$ cat src/rtl/dmem_responder_pkg.sv
// Shared definitions for the data-memory responder: FSM state codes and counter width.
package dmem_responder_pkg;

  localparam int WAIT_CNT_W = 4;

  localparam logic [1:0] IDLE   = 2'd0;
  localparam logic [1:0] WAIT   = 2'd1;
  localparam logic [1:0] ACCESS = 2'd2;
  localparam logic [1:0] RESP   = 2'd3;

endpackage

$ cat src/rtl/dmem_responder_array.sv
// Single-port synchronous byte RAM with write enable and a registered, read-enabled output.
module dmem_responder_array #(
  parameter int ADDRESS_LINE = 8,
  parameter int MEM_SIZE     = 256
) (
  input  logic                    clk_i,
  input  logic                    we_i,
  input  logic                    re_i,
  input  logic [ADDRESS_LINE-1:0] addr_i,
  input  logic [7:0]              wdata_i,
  output logic [7:0]              rdata_o
);

  logic [7:0] mem_q [MEM_SIZE];
  logic [7:0] rdata_q;

  // Read register only updates on re_i so the response data holds while stalled.
  always_ff @(posedge clk_i) begin
    if (we_i) mem_q[addr_i] <= wdata_i;
    if (re_i) rdata_q <= mem_q[addr_i];
  end

  assign rdata_o = rdata_q;

endmodule

$ cat src/rtl/dmem_responder.sv
// Memory-side responder: accepts one load/store, waits WAIT_STATES cycles, accesses the
// byte array and holds the response until the MEM stage takes it.
module dmem_responder
  import dmem_responder_pkg::*;
#(
  parameter int ADDRESS_LINE = 8,
  parameter int MEM_SIZE     = 256,
  parameter int WAIT_STATES  = 2
) (
  input  logic                    clock,
  input  logic                    reset,
  input  logic                    req_valid,
  output logic                    req_ready,
  input  logic                    req_write,
  input  logic [ADDRESS_LINE-1:0] req_address,
  input  logic [7:0]              req_wdata,
  output logic                    rsp_valid,
  input  logic                    rsp_ready,
  output logic [7:0]              rsp_rdata,
  output logic                    rsp_write,
  output logic                    rsp_error,
  output logic                    busy,
  output logic [1:0]              dbg_state
);

  // Handshakes: a transfer happens on a rising edge where valid && ready; the sender holds
  // its payload while valid is high, and req_ready / rsp_valid never depend on the inputs.

  localparam logic [ADDRESS_LINE:0]   MEM_LIMIT = (ADDRESS_LINE + 1)'(MEM_SIZE);
  localparam logic [WAIT_CNT_W-1:0]   WAIT_INIT =
    WAIT_CNT_W'((WAIT_STATES > 0) ? WAIT_STATES - 1 : 0);

  logic [1:0]              state_q, state_d;
  logic [WAIT_CNT_W-1:0]   cnt_q, cnt_d;
  logic                    wr_q, wr_d;
  logic [ADDRESS_LINE-1:0] addr_q, addr_d;
  logic [7:0]              wdata_q, wdata_d;
  logic                    rsp_write_q, rsp_write_d;
  logic                    rsp_error_q, rsp_error_d;
  logic                    in_range;
  logic                    mem_we, mem_re;
  logic [7:0]              mem_rdata;

  assign in_range = ({1'b0, addr_q} < MEM_LIMIT);

  always_comb begin
    state_d     = state_q;
    cnt_d       = cnt_q;
    wr_d        = wr_q;
    addr_d      = addr_q;
    wdata_d     = wdata_q;
    rsp_write_d = rsp_write_q;
    rsp_error_d = rsp_error_q;
    case (state_q)
      IDLE: begin
        if (req_valid) begin
          wr_d    = req_write;
          addr_d  = req_address;
          wdata_d = req_wdata;
          if (WAIT_STATES == 0) begin
            state_d = ACCESS;
          end else begin
            state_d = WAIT;
            cnt_d   = WAIT_INIT;
          end
        end
      end
      WAIT: begin
        if (cnt_q == '0) state_d = ACCESS;
        else             cnt_d   = cnt_q - 1'b1;
      end
      ACCESS: begin
        rsp_write_d = wr_q;
        rsp_error_d = ~in_range;
        state_d     = RESP;
      end
      RESP: begin
        if (rsp_ready) begin
          state_d     = IDLE;
          rsp_write_d = 1'b0;
          rsp_error_d = 1'b0;
        end
      end
      default: state_d = IDLE;
    endcase
  end

  always_ff @(posedge clock or negedge reset) begin
    if (!reset) begin
      state_q     <= IDLE;
      cnt_q       <= '0;
      wr_q        <= 1'b0;
      addr_q      <= '0;
      wdata_q     <= '0;
      rsp_write_q <= 1'b0;
      rsp_error_q <= 1'b0;
    end else begin
      state_q     <= state_d;
      cnt_q       <= cnt_d;
      wr_q        <= wr_d;
      addr_q      <= addr_d;
      wdata_q     <= wdata_d;
      rsp_write_q <= rsp_write_d;
      rsp_error_q <= rsp_error_d;
    end
  end

  // Out-of-range accesses never touch the array.
  assign mem_we = (state_q == ACCESS) && wr_q && in_range;
  assign mem_re = (state_q == ACCESS) && !wr_q && in_range;

  dmem_responder_array #(
    .ADDRESS_LINE(ADDRESS_LINE),
    .MEM_SIZE    (MEM_SIZE)
  ) u_array (
    .clk_i  (clock),
    .we_i   (mem_we),
    .re_i   (mem_re),
    .addr_i (addr_q),
    .wdata_i(wdata_q),
    .rdata_o(mem_rdata)
  );

  // The RAM read register has no reset, so load data is qualified by a live load response.
  assign rsp_rdata = ((state_q == RESP) && !rsp_write_q && !rsp_error_q) ? mem_rdata : 8'h00;
  assign rsp_valid = (state_q == RESP);
  assign rsp_write = rsp_write_q;
  assign rsp_error = rsp_error_q;
  assign req_ready = (state_q == IDLE);
  assign busy      = ~req_ready;
  assign dbg_state = state_q;

endmodule

$ cat config.mk
export PLATFORM = sky130hd
export DESIGN_NAME = dmem_responder
export DESIGN_NICKNAME = d
export VERILOG_FILES = /design/src/rtl/dmem_responder_pkg.sv /design/src/rtl/dmem_responder_array.sv /design/src/rtl/dmem_responder.sv
export SDC_FILE = /design/constraint.sdc
export NUM_CORES = 2
export LEC_CHECK = 0
export ABC_AREA = 1
export CAP_MARGIN = 10
export CORE_ASPECT_RATIO = 1.75
export CORE_UTILIZATION = 50
export CTS_CLUSTER_DIAMETER = 120
export DETAILED_ROUTE_END_ITERATION = 7
export PLACE_DENSITY_LB_ADDON = 0.15
export SLEW_MARGIN = 15
export SYNTH_ARGS = -nofsm -noshare
export SYNTH_HDL_FRONTEND = slang
export SYNTH_SLANG_ARGS = --single-unit
$ cat constraint.sdc
create_clock -name clock -period 4.35 [get_ports clock]
set_input_delay 1.0875 -clock clock [delete_from_list [all_inputs] [get_ports clock]]
set_output_delay 1.0875 -clock clock [all_outputs]
set_load 0.05 [all_outputs]
## Word-level counts from Yosys, hierarchy flattened

Memory sizes are Yosys's and may differ from the RTL's. A register that Yosys moved wholly into a read port is not among the register bits.
Index checks and enable logic that the tools add are counted.

- Flip-flop bits (word level): 25
- Bits in writable memories: 2048
- Input bits: 21
- Output and inout port bits: 15
- Memories: 1

Memories:

| memory | depth | bits a word | rd ports | clocked after Yosys merged registers in | wr ports | line | text |
|---|---|---|---|---|---|---|---|
| u_array.mem_q | 256 | 8 | 1 | 1 | 1 | dmem_responder_array.sv:14 | `logic [7:0] mem_q [MEM_SIZE];` |

- Add/subtract/negate cells: 1
- Equal/unequal tests: 7
- Muxes and demuxes: 13
- Bitwise gates (word level): 1
- Reductions and logical operators: 15

Operators by type and width:

| kind | count |
|---|---|
| $mux 4 | 2 |
| $mux 8 | 1 |
| $pmux 2 s4 | 1 |
| $pmux 4 s2 | 1 |
| $mux 2 | 3 |
| $ne 2x2->1 const B | 3 |
| $reduce_and 3->1 | 2 |
| $eq 2x2->1 const B | 2 |
| $logic_and 1x1->1 | 4 |
| $logic_not 4->1 | 1 |
| $pmux 1 s2 | 2 |
| $reduce_and 2->1 | 2 |
| $reduce_bool 2->1 | 2 |
| $sub 4x1->4 const B | 1 |
| $logic_not 1->1 | 3 |
| $mux 1 | 3 |
| $eq 2x1->1 const B | 1 |
| $logic_not 2->1 | 1 |
| $ne 2x1->1 const B | 1 |
| $not 1->1 | 1 |

## Logic depth before layout (Yosys ltp)

- Word-level depth: 4
- Depth in mapped cells: 15
- Mapped depth without buffers: 13

## Modules after synthesis

From an unflattened synthesis, not the netlist that was laid out.

- Cells, all modules: 8141
- Area, all modules: 86183.9 sq um

By module, submodules not included:

| module | instances | cells an instance | area each (sq um) |
|---|---|---|---|
| dmem_responder_array | 1 | 8021 | 84936.5 |
| dmem_responder | 1 | 120 | 1247.4 |

## Worst setup path after synthesis

OpenSTA, ideal clock, no wires.

- Path type: reg2reg
- Start point: reg wdata_q[0]
- End point: mem u_array.mem_q[0][0] (data pin)
- Arrival: 3.179 ns
- Data required time: 3.547 ns
- Slack: 0.368 ns
- Cell stages (with the launch flop): 1
- Path buffers: 0
- Clock period less this slack: 3.982 ns
- Cell sequence: dfrtp_1

RTL lines:

| item | line | text |
|---|---|---|
| from (decl) | dmem_responder.sv:37 | `logic [7:0] wdata_q, wdata_d;` |
| from (signal assigned) | dmem_responder.sv:102 | `wdata_q <= wdata_d;` |
| to (decl) | dmem_responder_array.sv:14 |  |

Straight into the memory's write port.

==> run metrics <==
layout cells sized above 1=slightly below 7%; number of global-route vias before repair=57000; pre-CTS worst setup slack=-121 ps; post-synth top area share=between 70% and 80%; Cell Area, Placed=between 80000 and 90000 um^2; Starting Density=50.4%; total track usage=27.9%; Layout Nets=just over 8000; Critical Path RT=between 4000 and 5000 ps; routed vias/inst=around 5.4; Worst setup EP type=register; synth top area cells=edfxtp_1 (72%), nand2_1 (21%), nor2_1 (1.6%), nand3_1 (1.5%), buf_2 (1.1%); most frequent cells after synthesis=nand2_1 (4708), edfxtp_1 (2056), nor2_1 (363); Netlist cell types=27; syn avg cell area=between 10 and 15 um^2; clk_lat worst skew=between 800 and 900 ps; Slew Viols, Final=0; YS warnings=0; critical path launch point type=register; Boundary Pins=36; clock period minus worst slack=roughly 4300 ps; setup TNS=0 ps; CP Max Fanout=112; Clock Skews=33.4 ps; Post-synth EDFFs=between 2000 and 2500; final hold vios=0; Synth area leader=edfxtp_1; fraction of synthesis flops using an asynchronous set or reset pin=roughly 1.2%; Peak VDD IR=approximately 0.00066 V; crit share post-route=around 99%; HP Class=in2async; full die area=~170000 um^2; DRC errors left=7; Placer Congestion=approximately 0.91; post-route design area=between 90000 and 100000 um^2; PD cells=~670 nW/um^2; RSZ-0062 raised after global routing=no; Cells after DPL=between 10000 and 15000; fmax=approximately 230 MHz; DRT iter0 DRCs=~5200; post-synthesis sequential area ratio=a little over 70%; ys flop type=edfxtp_1; CTS max path bufs=4; WL final=about 240000 um; most frequent cell after synthesis=nand2_1; cell area after synthesis=~86000 um^2; die span in y=around 550 um; Worst-Margin Slew=1290 ps; Core ar.=~170000 um^2; Area Growth Syn to Fin=11.5%; CTS sink cnt=about 2100; Post-DP HPWL=approximately 140000 um; synthesis-stage register bit count=2080; fin cells=roughly 10000; largest net degree at the start of global routing=~190; GR Overflow Total=0; First-pass DRT Iterations=8; first-pass GRT wire length=around 360000 um; total number of vias=roughly 57000; WL per Instance=around 23 um; Crit Path Category=reg2reg; Post-Syn Nets=a little over 8000; IO Port Bufs=34; # rows=200; CTS tree=done; Mapped Cells=slightly above 8000; WP data arrival=a little under 5000 ps; Final ANT Viol Nets=0; endpoints failing setup=0; Leakage=37.8 nW; final core utilization=between 50% and 60%; TritonCTS buffer count=between 150 and 200; DIE WIDTH=between 300 and 400 um; outcome=finished, violations left; CTS root buf=clkbuf_16; H-Tree Depth=4; Final Worst Setup Slack=approximately 65 ps; Max-Cap Viols=0; violated checks=design-rule violations; Worst-path clk slew=~70 ps; initial antenna violation count=5; Rel. slew slack=between 10% and 20%
## stage by stage
step	power (mW)	hold WS (ps)
detailed placement	48.0	499
global placement	47.9	482
floorplan	39.3	462
global route	67.0	418
CTS	64.4	385
finish	64.2	392
## critical path: stages, from the launching register on
cell and delay (ps):
dfrtp_4 790, inv_8 240, buf_12 300, buf_4 210
buf_12 190, nand2_1 180, nand2_1 60, nand2_1 50
nand2_1 80, nand2_1 60, nand2_1 60, o21ai_1 420
nand2_1 240, nor2_1 220, nor2_1 100, nor2_1 460
nand2_1 100
## kinds of logic after synthesis
family / synth area share (%)
and+or+nand+nor: 24.0
DFF: 72.6
buffers and inverters: 2.31
AOI/OAI and AO/OA: 0.853
muxes: 0.144
adders and majority gates: 0.0875
other: 0.00437
xor gates and xnor gates: 0.0102
## final timing paths
| kind | from | endpoint | slack, ps | cells after the start |
|---|---|---|---|---|
| worst min-delay path | reset | addr_q[1] | 390 | 1 |
| min in group clock | cnt_q[0] | cnt_q[0] | 510 | 1 |
| worst max register to register | addr_q[0] | u_array.rdata_o[3] | 60 | 16 |
| worst max-delay path | addr_q[0] | u_array.rdata_o[3] | 60 | 16 |
| max in group asynchronous | reset | wdata_q[4] | 3240 | 1 |
| worst min register to register | cnt_q[0] | cnt_q[0] | 510 | 1 |
## placed cells by master (no fill, tap or decap), types with 32 or more instances in the layout
master	n
nand2_1	4700
edfxtp_1	2056
nor2_1	357
nand3_1	250
buf_4	197
clkbuf_16	195
o21ai_1	102
clkinv_1	48
buf_12	45
clkinv_2	35
clkdlybuf4s50_1	33
nand4_1	32
## per-layer routing
layer / global-route usage [%] / vias up / wire length, um
met5: 0 / - / 18
met4: 15.0 / 2 / 14100
met2: 48.6 / 2017 / 122000
li1: - / 26700 / -
met1: 33.9 / 27800 / 90900
met3: 3.03 / 556 / 14000
## power breakdown
| group | switching (mW) | internal, mW | leakage [nW] |
|---|---|---|---|
| sequential | 1.16 | 25.3 | 18.8 |
| clock | 7.28 | 9.31 | 2.95 |
| combinational | 16.3 | 4.95 | 16.1 |
| total | 24.7 | 39.5 | 37.8 |
## sequential cells by signal, indices dropped and copies added (netlist names)
| name | flops |
|---|---|
| u_array.mem_q | 2048 |
| addr_q | 8 |
| u_array.rdata_o | 8 |
| wdata_q | 8 |
| cnt_q | 4 |
| dbg_state | 2 |
| rsp_write | 1 |
| wr_q | 1 |
## cell type report
cell class | instances | area [um^2]
tap | 2222 | 2780
clock inverter | 114 | 1030
antenna | 1 | 2.50
clock buffer | 224 | 4990
timing repair buffer | 278 | 2740
inverter | 36 | 160
multi-input combinational | 5530 | 21600
fill | 14500 | 74500
sequential | 2080 | 62400
## repair_timing
item	4_1_cts	5_1_grt
endpoints found under the setup margin	2	1
hold buffers	0	0
pin swaps	0	0
hold endpoints to repair	0	0
resized for setup	0	1
setup buffers	1	0
No activity file was read; power rests on OpenSTA's default activity.
